--- config.mk ---
export PLATFORM = sky130hd
export DESIGN_NAME = bcd_counter_chain_flat
export DESIGN_NICKNAME = d
export VERILOG_FILES = /design/src/rtl/bcd_pkg.sv /design/src/rtl/bcd_counter_chain_if.sv /design/src/rtl/bcd_decade.sv /design/src/rtl/bcd_counter_chain.sv /design/src/flat_wrapper.sv
export SDC_FILE = /design/constraint.sdc
export NUM_CORES = 1
export LEC_CHECK = 0
export ABC_CLOCK_PERIOD_IN_PS = 2050
export CAP_MARGIN = 20
export CORE_UTILIZATION = 44
export CTS_BUF_LIST = sky130_fd_sc_hd__clkbuf_8
export DETAILED_ROUTE_END_ITERATION = 7
export GPL_TIMING_DRIVEN = 0
export PLACE_DENSITY = 0.88
export RECOVER_POWER = 25
export SYNTH_ARGS = -nofsm -noshare
export SYNTH_HDL_FRONTEND = slang
export SYNTH_HIERARCHICAL = 1
export SYNTH_SLANG_ARGS = --single-unit
--- constraint.sdc ---
create_clock -name clk -period 2.05 [get_ports clk]
set_clock_uncertainty 0.15 [all_clocks]
set_input_delay 0.5125 -clock clk [delete_from_list [all_inputs] [get_ports clk]]
set_output_delay 0.5125 -clock clk [all_outputs]
set_load 0.1 [all_outputs]
--- src/rtl/bcd_pkg.sv ---
// Shared constants, handshake state type and per-digit helpers for the BCD counter chain.
package bcd_pkg;

  localparam int DIGIT_W = 4;
  localparam logic [DIGIT_W-1:0] DIGIT_MAX = 4'd9;

  typedef enum logic {
    HS_EMPTY = 1'b0,
    HS_FULL  = 1'b1
  } hs_state_e;

  function automatic logic [DIGIT_W-1:0] bcd_digit_to_gray(input logic [DIGIT_W-1:0] d);
    return d ^ (d >> 1);
  endfunction

  function automatic logic bcd_digit_valid(input logic [DIGIT_W-1:0] d);
    return d <= DIGIT_MAX;
  endfunction

endpackage

--- src/rtl/bcd_counter_chain_if.sv ---
// Control and output-handshake bundle of the BCD counter chain.
// gray_out is present only when BCD_COUNTER_GRAY_OUT_EN is defined.
interface bcd_counter_chain_if #(parameter int NUM_DIGITS = 2);
  import bcd_pkg::*;

  localparam int W = DIGIT_W * NUM_DIGITS;

  logic         en;
  logic         up_dn;
  logic         load;
  logic [W-1:0] load_val;
  logic [W-1:0] bcd_out;
  logic         out_valid;
  logic         out_ready;
  logic         stall;
  logic         tc;
  logic         load_err;
  hs_state_e    hs_state;
`ifdef BCD_COUNTER_GRAY_OUT_EN
  logic [W-1:0] gray_out;
`endif

  // Handshake: bcd_out is accepted on any rising edge where out_valid && out_ready;
  // out_valid, once set, stays set with bcd_out stable until accepted or reloaded.
`ifdef BCD_COUNTER_GRAY_OUT_EN
  modport master (input en, up_dn, load, load_val, out_ready,
                  output bcd_out, out_valid, stall, tc, load_err, hs_state, gray_out);
  modport slave  (output en, up_dn, load, load_val, out_ready,
                  input bcd_out, out_valid, stall, tc, load_err, hs_state, gray_out);
`else
  modport master (input en, up_dn, load, load_val, out_ready,
                  output bcd_out, out_valid, stall, tc, load_err, hs_state);
  modport slave  (output en, up_dn, load, load_val, out_ready,
                  input bcd_out, out_valid, stall, tc, load_err, hs_state);
`endif

endinterface

--- src/rtl/bcd_decade.sv ---
// One BCD decade register with wrap-around increment/decrement and parallel load.
// With BCD_COUNTER_GRAY_OUT_EN a Gray-coded copy is registered from the same next value.
module bcd_decade
  import bcd_pkg::*;
(
  input  logic               clk,
  input  logic               rst,
  input  logic               inc,
  input  logic               dec,
  input  logic               load,
  input  logic [DIGIT_W-1:0] load_digit,
  output logic [DIGIT_W-1:0] digit,
`ifdef BCD_COUNTER_GRAY_OUT_EN
  output logic [DIGIT_W-1:0] gray,
`endif
  output logic               is_max,
  output logic               is_zero
);

  logic [DIGIT_W-1:0] digit_q, digit_d;

  always_comb begin
    digit_d = digit_q;
    if (load) begin
      digit_d = load_digit;
    end else if (inc) begin
      digit_d = (digit_q == DIGIT_MAX) ? '0 : digit_q + 4'd1;
    end else if (dec) begin
      digit_d = (digit_q == '0) ? DIGIT_MAX : digit_q - 4'd1;
    end
  end

  always_ff @(posedge clk or posedge rst) begin
    if (rst) digit_q <= '0;
    else     digit_q <= digit_d;
  end

`ifdef BCD_COUNTER_GRAY_OUT_EN
  logic [DIGIT_W-1:0] gray_q;

  always_ff @(posedge clk or posedge rst) begin
    if (rst) gray_q <= '0;
    else     gray_q <= bcd_digit_to_gray(digit_d);
  end

  assign gray = gray_q;
`endif

  assign digit   = digit_q;
  assign is_max  = (digit_q == DIGIT_MAX);
  assign is_zero = (digit_q == '0);

endmodule

--- src/rtl/bcd_counter_chain.sv ---
// Multi-digit BCD up/down counter with a valid/ready output stage.
// Optional Gray-coded output enabled by BCD_COUNTER_GRAY_OUT_EN.
module bcd_counter_chain
  import bcd_pkg::*;
#(
  parameter int NUM_DIGITS = 2
) (
  input  logic               clk,
  input  logic               rst,
  bcd_counter_chain_if.master bus
);

  localparam int W = DIGIT_W * NUM_DIGITS;

  logic [W-1:0]          load_clean;
  logic [NUM_DIGITS-1:0] digit_bad;
  logic [NUM_DIGITS-1:0] is_max, is_zero;
  logic [NUM_DIGITS-1:0] carry, borrow;
  logic [NUM_DIGITS-1:0] inc, dec;
  logic                  advance;
  logic                  stall;
  logic                  load_err_q;
  hs_state_e             state_q, state_d;

  assign stall   = (state_q == HS_FULL) && !bus.out_ready;
  assign advance = bus.en && !bus.load && !stall;

  // Digit k moves only when every lower digit is at its wrap point.
  always_comb begin
    carry  = '0;
    borrow = '0;
    carry[0]  = 1'b1;
    borrow[0] = 1'b1;
    for (int k = 1; k < NUM_DIGITS; k++) begin
      carry[k]  = carry[k-1]  & is_max[k-1];
      borrow[k] = borrow[k-1] & is_zero[k-1];
    end
  end

  assign inc = {NUM_DIGITS{advance &  bus.up_dn}} & carry;
  assign dec = {NUM_DIGITS{advance & ~bus.up_dn}} & borrow;

  for (genvar k = 0; k < NUM_DIGITS; k++) begin : g_digit
    logic [DIGIT_W-1:0] raw;
    assign raw                     = bus.load_val[k*DIGIT_W +: DIGIT_W];
    assign digit_bad[k]            = !bcd_digit_valid(raw);
    assign load_clean[k*DIGIT_W +: DIGIT_W] = digit_bad[k] ? '0 : raw;

    bcd_decade u_decade (
      .clk        (clk),
      .rst        (rst),
      .inc        (inc[k]),
      .dec        (dec[k]),
      .load       (bus.load),
      .load_digit (load_clean[k*DIGIT_W +: DIGIT_W]),
      .digit      (bus.bcd_out[k*DIGIT_W +: DIGIT_W]),
`ifdef BCD_COUNTER_GRAY_OUT_EN
      .gray       (bus.gray_out[k*DIGIT_W +: DIGIT_W]),
`endif
      .is_max     (is_max[k]),
      .is_zero    (is_zero[k])
    );
  end

  always_comb begin
    state_d = state_q;
    case (state_q)
      HS_EMPTY: if (bus.load || advance) state_d = HS_FULL;
      HS_FULL:  if (!bus.load && !advance && bus.out_ready) state_d = HS_EMPTY;
      default:  state_d = HS_EMPTY;
    endcase
  end

  always_ff @(posedge clk or posedge rst) begin
    if (rst) begin
      state_q    <= HS_EMPTY;
      load_err_q <= 1'b0;
    end else begin
      state_q    <= state_d;
      load_err_q <= bus.load && (|digit_bad);
    end
  end

  assign bus.out_valid = (state_q == HS_FULL);
  assign bus.stall     = stall;
  assign bus.tc        = bus.en && (bus.up_dn ? (&is_max) : (&is_zero));
  assign bus.load_err  = load_err_q;
  assign bus.hs_state  = state_q;

endmodule

--- src/flat_wrapper.sv ---
// flat-port wrapper written by rule: the top's interface ports become plain ports
module bcd_counter_chain_flat import bcd_pkg::*;
#(
  parameter int NUM_DIGITS = 2
)
  (clk, rst, bus_en, bus_up_dn, bus_load, bus_load_val, bus_out_ready, bus_bcd_out, bus_out_valid, bus_stall, bus_tc, bus_load_err, bus_hs_state);
  bcd_counter_chain_if #(.NUM_DIGITS(NUM_DIGITS)) bus_i ();
  input  logic clk;
  input  logic rst;
  input wire logic [$bits(bus_i.en)-1:0] bus_en;
  input wire logic [$bits(bus_i.up_dn)-1:0] bus_up_dn;
  input wire logic [$bits(bus_i.load)-1:0] bus_load;
  input wire logic [$bits(bus_i.load_val)-1:0] bus_load_val;
  input wire logic [$bits(bus_i.out_ready)-1:0] bus_out_ready;
  output wire logic [$bits(bus_i.bcd_out)-1:0] bus_bcd_out;
  output wire logic [$bits(bus_i.out_valid)-1:0] bus_out_valid;
  output wire logic [$bits(bus_i.stall)-1:0] bus_stall;
  output wire logic [$bits(bus_i.tc)-1:0] bus_tc;
  output wire logic [$bits(bus_i.load_err)-1:0] bus_load_err;
  output wire logic [$bits(bus_i.hs_state)-1:0] bus_hs_state;
  assign bus_i.en = bus_en;
  assign bus_i.up_dn = bus_up_dn;
  assign bus_i.load = bus_load;
  assign bus_i.load_val = bus_load_val;
  assign bus_i.out_ready = bus_out_ready;
  assign bus_bcd_out = bus_i.bcd_out;
  assign bus_out_valid = bus_i.out_valid;
  assign bus_stall = bus_i.stall;
  assign bus_tc = bus_i.tc;
  assign bus_load_err = bus_i.load_err;
  assign bus_hs_state = bus_i.hs_state;
  bcd_counter_chain #(.NUM_DIGITS(NUM_DIGITS)) u_core (.clk(clk), .rst(rst), .bus(bus_i));
endmodule
==> impl_metrics.py, run 1 <==
metrics = {
    "status": {
        "outcome": "complete, but fails checks",
        "violations": "setup timing",
    },
    "flow_run": {
        "maxCapViolCount": 0,
    },
    "floorplan": {
        "die_x_um": 48.00,
        "coreArea_um2": 1982,
        "die_h_um": 48.00,
        "design.die.area_um2": 2304,
        "rows": 16,
        "start_util": 0.4697,
        "io_pins": 27,
    },
    "worst_setup_path": {
        "worst-setup-path-type": "reg -> out",
        "crit_path_max_incr_delay_ns": 0.40,
        "worstRegToRegCells": 6,
        "critPathTopFamily": "simple AND/OR/NAND/NOR gates",
        "crit-reg2reg-launch": "u_core/g_digit[0].u_decade/digit[3]$_DFFE_PP0P_",
        "worst_setup_path_end_kind": "output pin",
        "crit_path_end": "bus_tc",
        "path_buf_inv": 2,
        "timing.rr.end": "u_core/g_digit[1].u_decade/digit[1]$_DFFE_PP0P_",
        "cp.arrival_ns": 1.55,
        "crit_chain": "buf_6 > nor2b_4 > and3b_1 > nand4_1 > nand2_4 > buf_12",
        "regToRegSetupSlack_ns": -0.05,
        "cp.depth": 6,
        "setup.worst_path.start": "u_core/g_digit[1].u_decade/digit[2]$_DFFE_PP0P_",
        "start_kind": "flop",
        "required_ns": 1.39,
        "critical_path.slowest_cell": "dfrtp_2",
        "worstPathMaxFanout": 8,
    },
    "clocking": {
        "hold_buffers": 0,
        "cts_inserted_buffers": 3,
        "cts_tree": "built",
        "cts_root_buf": "clkbuf_8",
        "htree_levels": 1,
        "clock-sinks": 10,
        "cts_max_path_buffers": 2,
        "path_clk_slew_ns": 0.05,
        "clock_latency_ns": 0.24,
    },
    "power_and_ir_drop": {
        "total_power_mw": 0.9379,
        "cellLeakagePower_nw": 0.6120,
        "powerDensity_nw_per_um2": 613.4,
        "peakVddDrop_mv": 0.5579,
    },
    "synth": {
        "synthCells": 112,
        "async_flop_share": 1.000,
        "synth_flop_cell": "dfrtp_1",
        "synth.avg_cell_area_um2": 8.312,
        "synth-seq-cells": 10,
        "synth_top_cell_by_area": "dfrtp_1",
        "ys_seq_area_frac": 0.2688,
        "yosysWarnings": 6,
        "synth_top_area_share": 0.2688,
        "yosysUniqueCellTypes": 33,
        "synth.area.top_cells": "dfrtp_1, nor2b_1, o21ai_0",
        "syn_area_um2": 930.9,
        "synth_nets": 126,
        "synth_edf_count": 0,
    },
    "finish": {
        "antenna_cells": 0,
        "nets": 163,
        "drive_above_1_share": 0.4392,
        "syn2layout_area_growth_pct": 64.25,
    },
    "sta": {
        "tns_ns": -0.2162,
        "hold_violations": 0,
        "setup_viol": 2,
        "max_slew_margin": 0.6391,
        "slew_violations": 0,
        "worst-slew-pin-transition_ns": 0.5437,
        "fin_crit_sh": 1.080,
        "period_minus_slack_ns": 2.214,
        "rsz0062_at_grt": "true",
        "fmax_ghz": 0.4516,
        "worst_slack_ns": -0.1645,
    },
    "route": {
        "ant_nets": 0,
        "wl_per_cell_um": 15.43,
        "vias_per_cell": 5.674,
        "vias": 993,
        "routed_wirelength_mm": 2.701,
        "drt_iter0_drc": 30,
        "drc_errors": 0,
        "first_pass_iters": 4,
    },
    "grt": {
        "gr-total-overflow": 0,
        "grt_max_degree": 20,
        "grt_pass1_wl_mm": 3.788,
        "grt_pass1_vias": 844,
        "antenna_found_initial": 0,
        "track_usage": 0.2372,
    },
    "place": {
        "numPortBuffers": 26,
        "gp_congestion": 0.6977,
        "dpl.hpwl_mm": 1.679,
    },
    "min_path": {
        "hold_class": "in -> async",
    },
}
==> layout make-up <==
cell class	count	area (µm²)
well taps	27	33.78
inverters	7	26.28
clock buffers	4	55.05
repair buffers	34	342.8
plain buffers	7	78.83
flip-flops and latches	10	271.5
multi-input cells	86	720.7
fillers	121	452.9
==> metal layers <==
| metal | track usage | wire length [µm] |
|---|---|---|
| met1 | 0.3248 | 1168 |
| met2 | 0.3919 | 1397 |
| met3 | 0.01509 | 110 |
| met4 | 0.08889 | 25 |
| met5 | 0 | 0 |
==> layout by cell type (no fill, tap or decap), drive strengths merged, types with 4 or more instances in the layout <==
cell type,n
nor2b,11
xor2,4
nor3b,5
a21oi,8
nor3,4
o21ai,12
nor2,4
clkdlybuf4s50,8
dfrtp,10
clkbuf,5
clkdlybuf4s15,10
buf,18
nand2,8
inv,7
==> worst reg2reg max path, stage by stage (launching register included) <==
cell,delay (ns)
dfrtp_4,0.51
nor4_4,0.30
nor4b_4,0.34
nor3b_4,0.26
a21oi_1,0.08
mux2i_1,0.26
o21ai_1,0.09
==> state kept, by name, summed over array words and instances, names as in the netlist <==
name and flops:
u_core/bus.load_err 1, u_core/g_digit.u_decade/digit 8, u_core/bus.hs_state 1
==> cell usage after synthesis (all sizes together) (2+ instances only) <==
cell type and instances:
a22oi 2, o32ai 2, nand2 8, and3b 2, buf 9, nor2 4
a221oi 2, a21oi 8, nor4 2, nand2b 3, nor3 4, o21ai 12
nand4b 3, xor2 4, mux2i 2, a31oi 2, nor2b 11, dfrtp 10
nand3b 2, inv 7, nor3b 5, a21o 2, and2 2
==> repair_timing <==
item,4_1_cts,5_1_grt
setup buffers,7,2
endpoints found under the setup margin,21,9
resized for setup,71,14
hold endpoints to repair,0,0
pin swaps,8,4
==> kinds of logic after synthesis <==
logic type	Yosys count	share of synthesized area
AOI/OAI and AO/OA	31	0.2151
xor gates and xnor gates	4	0.03763
buffers and inverters	16	0.09812
DFF	10	0.2688
muxes	2	0.02151
and+or+nand+nor	49	0.3589
==> power by group <==
part | total [mW] | internal, mW | switching, mW
combinational | 0.433 | 0.148 | 0.286
clock | 0.249 | 0.169 | 0.0798
sequential | 0.256 | 0.223 | 0.0321
total | 0.938 | 0.540 | 0.398
==> metrics by stage <==
stage | instances | setup slack, ns | utilization | area, µm² | hold slack, ns
CTS | 176 | -0.1920 | 0.7569 | 1500 | 0.3531
floorplan | 112 | -0.2656 | - | 1018 | 0.1037
global placement | 165 | -1.159 | 0.6622 | 1313 | 0.5351
finish | 175 | -0.1645 | 0.7715 | 1529 | 0.4832
detailed placement | 165 | -1.192 | 0.6622 | 1313 | 0.5599
global route | 175 | -0.2153 | 0.7715 | 1529 | 0.5134
==> worst min path at each step <==
stage | endpoint | slack [ns] | start
2_1_floorplan | u_core/bus.load_err$_DFF_PP0_ | 0.10 | rst
3_3_place_gp | u_core/g_digit[1].u_decade/digit[3]$_DFFE_PP0P_ | 0.54 | u_core/g_digit[1].u_decade/digit[3]$_DFFE_PP0P_
3_5_place_dp | u_core/g_digit[1].u_decade/digit[3]$_DFFE_PP0P_ | 0.56 | u_core/g_digit[1].u_decade/digit[3]$_DFFE_PP0P_
4_1_cts | u_core/bus.hs_state$_DFF_PP0_ | 0.35 | rst
5_1_grt | u_core/bus.hs_state$_DFF_PP0_ | 0.51 | rst
6_report | u_core/bus.hs_state$_DFF_PP0_ | 0.48 | rst
Note: power is estimated with default switching activity, not from simulation.
==> run 2: changes to the inputs <==
--- a/config.mk
+++ b/config.mk
@@ -5,14 +5,16 @@
 export SDC_FILE = /design/constraint.sdc
 export NUM_CORES = 1
 export LEC_CHECK = 0
+export ABC_AREA = 1
 export ABC_CLOCK_PERIOD_IN_PS = 2050
 export CAP_MARGIN = 20
-export CORE_UTILIZATION = 44
+export CORE_UTILIZATION = 45
 export CTS_BUF_LIST = sky130_fd_sc_hd__clkbuf_8
 export DETAILED_ROUTE_END_ITERATION = 7
 export GPL_TIMING_DRIVEN = 0
-export PLACE_DENSITY = 0.88
+export PLACE_DENSITY = 0.89
 export RECOVER_POWER = 25
+export SKIP_CTS_REPAIR_TIMING = 1
 export SYNTH_ARGS = -nofsm -noshare
 export SYNTH_HDL_FRONTEND = slang
 export SYNTH_HIERARCHICAL = 1
==> run 2 against run 1 <==
The run still ends with setup timing left. Final area fell by 6.5%. Count of clock-buffer cells in the layout did not move. Critical path type is now in -> out. Highest routed layer unchanged. Area after synthesis rose by 5.4%. Register-to-register slack improved by 0.29 ns. Synthesized cell count rose by 47%. Sequential cell count did not move. Fmax fell by 1.0%. First-iteration DRC count rose by 30%. Power rose by 24%.
==> impl_metrics.py, run 2 <==
metrics = {
    "status": {
        "outcome": "complete, but fails checks",
        "violations": "setup timing",
    },
    "worst_setup_path": {
        "path_buf_inv": 3,
        "cp.arrival_ns": 1.57,
        "critical_path.slowest_cell": "clkdlybuf4s50_1",
        "worst_setup_path_end_kind": "output pin",
        "worstPathMaxFanout": 4,
        "worstRegToRegCells": 10,
        "start_kind": "primary input",
        "required_ns": 1.39,
        "crit_path_max_incr_delay_ns": 0.48,
        "worst-setup-path-type": "in -> out",
        "critPathTopFamily": "buffers and inverters",
        "cp.depth": 5,
        "crit_chain": "clkdlybuf4s50_1 > inv_1 > nand3_2 > a21oi_4 > buf_12",
    },
    "route": {
        "drt_iter0_drc": 39,
        "vias": 1164,
        "routed_wirelength_mm": 2.653,
        "wl_per_cell_um": 11.90,
        "ant_nets": 0,
        "drc_errors": 0,
        "first_pass_iters": 4,
        "vias_per_cell": 5.220,
    },
    "grt": {
        "grt_pass1_vias": 1099,
        "antenna_found_initial": 0,
        "grt_use_met1": 0.2227,
        "met3_usage": 0.07233,
        "gr-total-overflow": 0,
        "track_usage": 0.2414,
        "grt.busiest_layer": "met2",
        "grt_max_degree": 10,
        "use_met2": 0.4907,
        "grt_pass1_wl_mm": 4.450,
    },
    "floorplan": {
        "rows": 16,
        "start_util": 0.4900,
        "die_h_um": 48.69,
        "design.die.area_um2": 2371,
        "die_x_um": 48.69,
        "io_pins": 27,
        "coreArea_um2": 2002,
    },
    "synth": {
        "synth_edf_count": 0,
        "yosysUniqueCellTypes": 17,
        "syn_area_um2": 980.9,
        "async_flop_share": 1.000,
        "synth_top_cell_by_area": "dfrtp_1",
        "synth.avg_cell_area_um2": 5.945,
        "yosys-top-cells-count": "nand2_1, inv_1, nor2_1, nand3_1, dfrtp_1",
        "synth.area.top_cells": "dfrtp_1, nand2_1, nand3_1",
        "synth_flop_cell": "dfrtp_1",
        "synth_nets": 179,
        "synth-seq-cells": 10,
        "yosysWarnings": 6,
        "synth_most_common_cell": "nand2_1",
        "synthCells": 165,
        "synth_top_area_share": 0.2551,
        "ys_seq_area_frac": 0.2551,
    },
    "sta": {
        "rsz0062_at_grt": "true",
        "period_minus_slack_ns": 2.237,
        "fin_crit_sh": 1.091,
        "worst-slew-pin-transition_ns": 0.9668,
        "slew_violations": 0,
        "setup_viol": 3,
        "fmax_ghz": 0.4470,
        "max_slew_margin": 0.3544,
        "hold_violations": 0,
        "worst_slack_ns": -0.1869,
    },
    "finish": {
        "design_area_um2": 1429,
        "final_common_cell": "nand2_1",
        "nets": 211,
        "largest_reg_flops": 8,
        "drive_above_1_share": 0.2959,
        "syn2layout_area_growth_pct": 45.66,
        "fin_cells": 223,
        "antenna_cells": 0,
        "num-fill-cells": 163,
        "final_cell_mix": "nand2_1, nor2_1, inv_1",
    },
    "power_and_ir_drop": {
        "powerDensity_nw_per_um2": 813.3,
        "peakVddDrop_mv": 0.6777,
        "cellLeakagePower_nw": 0.7574,
    },
    "place": {
        "dpl.hpwl_mm": 2.091,
        "gp_congestion": 0.8928,
        "place_area_um2": 1366,
        "place_ws_ns": -1.112,
        "dp_cells": 218,
        "numPortBuffers": 26,
    },
    "flow_run": {
        "maxCapViolCount": 0,
    },
    "clocking": {
        "htree_levels": 1,
        "cts_root_buf": "clkbuf_8",
        "clock_latency_ns": 0.24,
        "path_clk_slew_ns": 0.05,
        "cts_max_path_buffers": 2,
        "clock-sinks": 10,
        "cts_tree": "built",
        "cts_inserted_buffers": 3,
    },
    "min_path": {
        "hold_class": "in -> async",
    },
}
[run 2: final timing paths]
kind                                                                 start                                              end  slack, ns
min in group clk           u_core/g_digit[1].u_decade/digit[3]$_DFFE_PP0P_  u_core/g_digit[1].u_decade/digit[3]$_DFFE_PP0P_       0.46
max                                                              bus_up_dn                                           bus_tc      -0.19
min reg2reg                u_core/g_digit[1].u_decade/digit[3]$_DFFE_PP0P_  u_core/g_digit[1].u_decade/digit[3]$_DFFE_PP0P_       0.46
min                                                                    rst                    u_core/bus.hs_state$_DFF_PP0_       0.45
max reg2reg                u_core/g_digit[0].u_decade/digit[1]$_DFFE_PP0P_  u_core/g_digit[1].u_decade/digit[2]$_DFFE_PP0P_       0.24
max in group asynchronous                                              rst  u_core/g_digit[1].u_decade/digit[0]$_DFFE_PP0P_       1.07
[run 2: logic make-up after synthesis]
family	synth area share
DFF	0.2551
buffers and inverters	0.1735
and+or+nand+nor	0.4898
AOI/OAI and AO/OA	0.08163
[run 2: stage by stage]
step | util | power [mW] | hold slack, ns | TNS, ns
after CTS | 0.7100 | 1.181 | 0.3258 | -8.784
after detailed placement | 0.6825 | 0.9197 | 0.4274 | -7.791
final | 0.7138 | 1.162 | 0.4539 | -0.3480
after global routing | 0.7138 | 1.230 | 0.4593 | -0.4615
after floorplan | - | 0.7690 | 0.1036 | -0.2247
after global placement | 0.6825 | 0.9025 | 0.4343 | -7.327
[run 2: layout make-up]
type                       count  area, µm²  area share
buffer                         1      7.507    0.005254
clock buffer                   4      55.05     0.03853
inverter                      36      173.9      0.1217
multi-input combinational    118      616.8      0.4317
sequential                    10      281.5      0.1970
tap                           27      33.78     0.02364
timing repair buffer          27      260.3      0.1821
[run 2: per-layer routing]
metal | part of all wire | vias to the layer above
li1 | - | 573
met1 | 0.36 | 533
met2 | 0.56 | 49
met3 | 0.056 | 9
met4 | 0.020 | 0
met5 | 0 | -
[run 2: where the power goes]
group,total (mW),switching (mW),internal (mW),leakage (nW)
Clock,0.256,0.0860,0.170,0.0288
Combinational,0.594,0.433,0.161,0.618
Sequential,0.313,0.0675,0.245,0.111
Total,1.16,0.586,0.576,0.757
